**config.mk**
```make
export PLATFORM = sky130hd
export DESIGN_NAME = alu_sequencer
export DESIGN_NICKNAME = d
export VERILOG_FILES = /design/src/rtl/alu_sequencer.sv
export SDC_FILE = /design/constraint.sdc
export NUM_CORES = 1
export LEC_CHECK = 0
export CAP_MARGIN = 5
export CORE_ASPECT_RATIO = 1.75
export CORE_MARGIN = 4
export CORE_UTILIZATION = 25
export DETAILED_ROUTE_END_ITERATION = 16
export REMOVE_ABC_BUFFERS = 1
export SETUP_SLACK_MARGIN = 0.1
export SLEW_MARGIN = 20
export SYNTH_ARGS = -nofsm -noshare
export SYNTH_HDL_FRONTEND = slang
export SYNTH_SLANG_ARGS = --single-unit
```
**constraint.sdc**
```tcl
create_clock -name clk -period 4.2 [get_ports clk]
set_input_delay 0.84 -clock clk [delete_from_list [all_inputs] [get_ports clk]]
set_output_delay 0.84 -clock clk [all_outputs]
set_load 0.005 [all_outputs]
```
**src/rtl/alu_sequencer.sv**
```systemverilog
// Issue-side controller for the 32-bit ALU: decodes one instruction at a time,
// waits out the ALU's registered latency and returns the result with status flags.
module alu_sequencer #(
  parameter int CNT_W = 16
) (
  input  logic             clk,
  input  logic             reset,
  input  logic             in_valid,
  output logic             in_ready,
  input  logic [5:0]       in_opcode,
  input  logic [5:0]       in_funct,
  input  logic [31:0]      in_a,
  input  logic [31:0]      in_b,
  output logic [1:0]       alu_ctrl,
  output logic [31:0]      alu_a,
  output logic [31:0]      alu_b,
  input  logic [31:0]      alu_r,
  input  logic             alu_ovf,
  input  logic             alu_branch,
  output logic             out_valid,
  input  logic             out_ready,
  output logic [31:0]      out_r,
  output logic             out_zero,
  output logic             out_ovf,
  output logic             out_taken,
  output logic             out_illegal,
  output logic [CNT_W-1:0] ovf_cnt,
  output logic [CNT_W-1:0] br_cnt,
  output logic [1:0]       state_dbg
);

  localparam logic [1:0] CTRL_ADD = 2'b00;
  localparam logic [1:0] CTRL_SUB = 2'b01;
  localparam logic [1:0] CTRL_XOR = 2'b10;
  localparam logic [1:0] CTRL_BEQ = 2'b11;

  typedef enum logic [1:0] {IDLE, ISSUE, CAPTURE, DONE} state_t;
  state_t state;

  logic [1:0]  dec_ctrl;
  logic        dec_illegal;
  logic [31:0] cap_r;
  logic        cap_ovf;
  logic        cap_taken;

  // Valid/ready: a transfer happens on a rising edge where both valid and ready
  // are high; the producer holds its payload stable until that edge.
  assign in_ready  = (state == IDLE);
  assign state_dbg = state;

  always_comb begin
    dec_ctrl    = CTRL_ADD;
    dec_illegal = 1'b1;
    if (in_opcode == 6'h00) begin
      case (in_funct)
        6'h20:   begin dec_ctrl = CTRL_ADD; dec_illegal = 1'b0; end
        6'h22:   begin dec_ctrl = CTRL_SUB; dec_illegal = 1'b0; end
        6'h26:   begin dec_ctrl = CTRL_XOR; dec_illegal = 1'b0; end
        default: begin dec_ctrl = CTRL_ADD; dec_illegal = 1'b1; end
      endcase
    end else if (in_opcode == 6'h04) begin
      dec_ctrl    = CTRL_BEQ;
      dec_illegal = 1'b0;
    end
  end

  // The ALU leaves R untouched on a taken compare, so BEQ reports zero.
  always_comb begin
    cap_r     = alu_r;
    cap_ovf   = 1'b0;
    cap_taken = 1'b0;
    case (alu_ctrl)
      CTRL_ADD, CTRL_SUB: cap_ovf = alu_ovf;
      CTRL_BEQ: begin
        cap_r     = '0;
        cap_taken = alu_branch;
      end
      default: cap_r = alu_r;
    endcase
  end

  always_ff @(posedge clk) begin
    if (reset) begin
      state       <= IDLE;
      alu_ctrl    <= CTRL_ADD;
      alu_a       <= '0;
      alu_b       <= '0;
      out_valid   <= 1'b0;
      out_r       <= '0;
      out_zero    <= 1'b0;
      out_ovf     <= 1'b0;
      out_taken   <= 1'b0;
      out_illegal <= 1'b0;
      ovf_cnt     <= '0;
      br_cnt      <= '0;
    end else begin
      case (state)
        IDLE: begin
          if (in_valid) begin
            if (dec_illegal) begin
              // Illegal ops never reach the ALU, so its operands keep the last legal op.
              out_r       <= '0;
              out_zero    <= 1'b1;
              out_ovf     <= 1'b0;
              out_taken   <= 1'b0;
              out_illegal <= 1'b1;
              out_valid   <= 1'b1;
              state       <= DONE;
            end else begin
              alu_ctrl <= dec_ctrl;
              alu_a    <= in_a;
              alu_b    <= in_b;
              state    <= ISSUE;
            end
          end
        end
        ISSUE: state <= CAPTURE;
        CAPTURE: begin
          out_r       <= cap_r;
          out_zero    <= (cap_r == 32'h0);
          out_ovf     <= cap_ovf;
          out_taken   <= cap_taken;
          out_illegal <= 1'b0;
          out_valid   <= 1'b1;
          if (cap_ovf && (ovf_cnt != '1)) ovf_cnt <= ovf_cnt + 1'b1;
          if (cap_taken && (br_cnt != '1)) br_cnt <= br_cnt + 1'b1;
          state <= DONE;
        end
        DONE: begin
          if (out_ready) begin
            out_valid <= 1'b0;
            state     <= IDLE;
          end
        end
        default: state <= IDLE;
      endcase
    end
  end

endmodule

```
# == Yosys cells after proc, flatten, opt, wreduce, memory -nomap -nowiden ==
# Cells that the tools add are included.
# totals
regBits,137
latch_bits,0
ram_bits,0
rom_bits,0
output_inout_bits,138
memories,0
# op_classes
n_addsub,2
mul,0
div,0
order_cmp,0
n_eq_ne,14
n_shift,0
n_mux,26
bitwise,1
reduce_logical,16
# ops
op,count
32-bit 2-to-1 mux,3
32-bit case mux with 2 select lines,1
"16-bit by 1-bit adder with 16-bit output, second input constant",2
32-bit logical NOT,1
"16-bit inequality test, second input constant",2
"6-bit equality test, second input constant",3
1-bit 2-to-1 mux,10
2-bit 2-to-1 mux,5
1-bit case mux with 2 select lines,4
2-bit case mux with 4 select lines,1
"2-bit equality test, second input constant",3
"6-bit by 3-bit equality test with 1-bit output, second input constant",1
6-bit logical NOT,1
2-bit AND reduction,3
3-bit AND reduction,2
"2-bit by 1-bit equality test with 1-bit output, second input constant",2
2-bit logical NOT,2
"2-bit inequality test, second input constant",2
2-bit case mux with 2 select lines,1
4-bit AND reduction,1
1-bit case mux with 3 select lines,1
3-bit nonzero test,1
3-bit OR reduction,1
1-bit logical AND,2
4 further kinds,4

# == Depth between registers and ports, before layout ==
# logic_depth
ltp_word,7
ltp_mapped,8
depth_no_buf,6

# == Least setup slack after synthesis ==
# Ideal clock, no wire load.
# synth_path
kind,input to register
from,input in_opcode[4]
to,register alu_a[0]
t_arrival_ns,2.426
path_slack_ns,1.703
path_stages,7
cell_sequence,or4_4 > or2_1 > buf_4 > nor3_2 > buf_6 > buf_12 > mux2i_1
# synth_via
elab_chain_cells,5
elab_cells_between_ends,6
# synth_rtl
element,line_no,rtl
"start, declared",10,"input logic [5:0] in_opcode,"
6-bit by 3-bit equality test with 1-bit output,61,end else if (in_opcode == 6'h04) begin
1-bit 2-to-1 mux,61,
1-bit 2-to-1 mux (*),54,if (in_opcode == 6'h00) begin
1-bit NOT (no line) (*),-,
3-bit AND reduction (no line) (*),-,
"end signal, assigned",111,alu_a <= in_a;
"end, declared",15,"output logic [31:0] alu_a,"
# Mark *: on every way between the ends. The rest lies on a longest branch, timed or not.
# A chain may end at the register's enable or synchronous reset.

# == Final worst setup path ==
# layout_path
from,input in_funct[0]
to,register alu_b[31]
# layout_via
elab_chain_cells,6
elab_cells_between_ends,8
# layout_rtl
element,line_no,rtl
"start, declared",11,"input logic [5:0] in_funct,"
6-bit equality test,55,case (in_funct)
3-bit OR reduction (no line) (*),-,
1-bit 2-to-1 mux (*),55,
1-bit 2-to-1 mux (*),54,
1-bit NOT (no line) (*),-,
3-bit AND reduction (no line) (*),-,
"end signal, assigned",112,alu_b <= in_b;
"end, declared",16,"output logic [31:0] alu_b,"
# Marked as above.

==> results.ini <==
[pwr]
peakVddDrop_mv = 0.2570
power.density_nw_per_um2 = 386.4
p_leak_nw = 3.391

[timing]
grt_setup_unrepaired = false
setup_viol = 0
finClkSkew_ns = 0.01412
fin_crit_ns = 2.851
fin_crit_sh_pct = 67.88
maxSlewHeadroom_pct = 50.54
fmax_mhz = 350.8
tightest_slew_ns = 0.7420
finalSetupTns_ns = 0
slew_violations = 0
finalWorstSetupSlack_ns = 1.349
hold_violations = 0

[cells_and_area]
fillers = 2599
fin_util_pct = 38.38
layout-drive-gt1-share_pct = 10.94
areaGrowthSynthToFinish_pct = 50.53
fin_nets = 1067
antenna_cells = 0

[setup_path]
startpoint_type = input pin
slowest_delay_ns = 0.56
crit_chain = clkdlybuf4s50_1 > nor4b_2 > a21oi_1 > nor3_4 > buf_12 > mux2i_1
arrival_ns = 3.20
path_max_fanout = 61
worstPathRequired_ns = 4.54
cp-end-kind = flip-flop
critPathKind = in -> reg
critPathSlowestCell = nor4b_2

[route]
num_vias = 6188
wl_met1_um = 8449
vias_per_cell = 4.850
firstDrtPassIters = 4
wl_met2_um = 11260
routed_wirelength_um = 21490
top_layer = met4
dr_wl_met3_um = 1478
drcViolationCount = 0
drt-initial-drc-count = 389
avgRoutedWirePerCell_um = 16.84
ant_nets = 0

[die]
die-area_sq_um = 28580
dieWidth_um = 129.5
coreArea_sq_um = 25340
initial_utilization_pct = 25.50
ioPinCount = 252
std_cell_rows = 77
die_h_um = 220.7

[yosys]
yosys.area_share.simple_pct = 22.62
synth_compound_area_share_pct = 14.86
async_flop_share_pct = 0
avgSynthCellArea_sq_um = 8.935
yosysTopAreaCell = dfxtp_1
yosys_warnings = 0
synth_fa_ha_area_share_pct = 1.162
synth_edf_count = 0
synth_cell_types = 52
ys_ff_latch = 137
synthFlopType = dfxtp_1
synth_top_area_share_pct = 42.46
synthMuxAreaShare_pct = 13.40
synth-xor-area-share_pct = 0
synth_top_cells_by_area = dfxtp_1 (42%), nand2_1 (10%), mux2i_1 (9.9%)
synthCells = 723
ys_seq_area_share_pct = 42.46
netlist_area_sq_um = 6460
synth_top_family_by_area = simple AND/OR/NAND/NOR gates

[global_routing]
grt.total_usage_pct = 14.70
antenna_found_initial = 0
grt_max_degree = 76
grt_pass1_wl_um = 32980
grt_pass1_vias = 5991
grt_overflow = 0

[run]
drv_cap = 0

[clock_network]
cts_buffers = 17
cts_tree = done
ctsHoldBuffers = 0
clk_transition_reported_paths_ns = 0.06
clockRootBuffer = clkbuf_16
cts.sinks = 137
htreeDepth = 4
cts_buffer_depth = 2
clk_latency_ns = 0.43
cts_setup_buffers = 0
post_cts_resized = 0

[placed_design]
dpl_worst_slack_ns = 0.8920
io_buffer_count = 251
gp_congestion = 0.7739
dp_hpwl_um = 15400

[min_path]
holdCritPathClass = reg -> reg

[run_status]
run_status = finished, final reports clean

==> per-stage QoR <==
step                std cells  hold WS [ns]  power [W]  area, sq um
finish                   1276        0.4545   0.003757         9724
floorplan                 666        0.4511   0.001848         6127
global route             1276        0.4765   0.003953         9724
CTS                      1276        0.4572   0.003825         9724
detailed placement       1244        0.4460   0.002384         9171
global placement         1244        0.4412   0.002385         9171
==> metal layers <==
layer,vias up,GRT usage [%]
li1,3052,-
met1,2932,16.87
met2,188,26.06
met3,16,4.517
met4,0,4.369
met5,-,0
==> cells in the final DEF, fill, tap and decap left out, types with 13 or more instances in the layout <==
cell type,count
clkdlybuf4s50_1,250
nand2_1,175
dfxtp_1,137
mux2i_1,64
a31o_2,35
a311oi_1,33
a21oi_1,26
nor2_1,23
nor2b_1,22
mux2_2,17
clkbuf_16,17
nand3_1,15
nand4_1,14
nor4_1,13
==> critical path, delay by kind of cell <==
family | cells | cell delay (ns)
AOI/OAI and AO/OA | 1 | 0.37
buffers and inverters | 2 | 0.76
muxes | 1 | 0.26
and+or+nand+nor | 2 | 0.84
==> state kept, by name (all words and copies together), names as in the netlist <==
register	flops
br_cnt	16
alu_b	32
ovf_cnt	16
alu_ctrl	2
alu_a	32
out_taken	1
out_r	32
out_ovf	1
out_illegal	1
out_zero	1
out_valid	1
state_dbg	2
==> cells by family after synthesis <==
| family | after synthesis |
|---|---|
| simple gates | 307 |
| compound gates | 126 |
| mux | 84 |
| fa+ha+maj | 6 |
| flops | 137 |
| buf+inv | 63 |
==> layout make-up <==
cell class / count / area, sq um / share of cell area [%]
flip-flops and latches: 137 / 2743 / 28.20
repair buffers: 262 / 2628 / 27.02
well taps: 316 / 395.4 / 4.066
clock inverters: 10 / 68.82 / 0.7077
multi-input cells: 523 / 3378 / 34.74
clock buffers: 22 / 484.2 / 4.979
inverters: 6 / 27.53 / 0.2831
==> where the power goes <==
group          internal [W]  total (W)  switching [W]  leakage (nW)
Clock              0.000817    0.00141       0.000594         0.268
Combinational      0.000423   0.000910       0.000487          2.02
Sequential          0.00138    0.00144      0.0000546          1.11
Total               0.00262    0.00376        0.00114          3.39
==> path summary, 6_finish.rpt <==
path	from	end	slack, ns	cells past startpoint
worst max register to register	state_dbg[0]	br_cnt[15]	1.62	6
worst max-delay path	in_funct[0]	alu_b[31]	1.35	6
worst min-delay path	alu_b[30]	alu_b[30]	0.45	2
worst min register to register	alu_b[30]	alu_b[30]	0.45	2
==> synthesized netlist by cell type, drive strengths merged, types with 3 or more instances <==
cell type and count:
nor4 13, and3 6, clkbuf 39, mux2i 64, or2 3, nand4 14, o21ai 8, nor2b 22
or4 6, mux2 20, nand2b 3, nor2 23, nor3 8, o31ai 4, or3 4, a31o 35
buf 18, o311a 3, nand2 175, ha 6, inv 6, a311oi 33, and4 8, nand3 15
dfxtp 137, a21oi 26
Power figures use the tool's default switching activity.
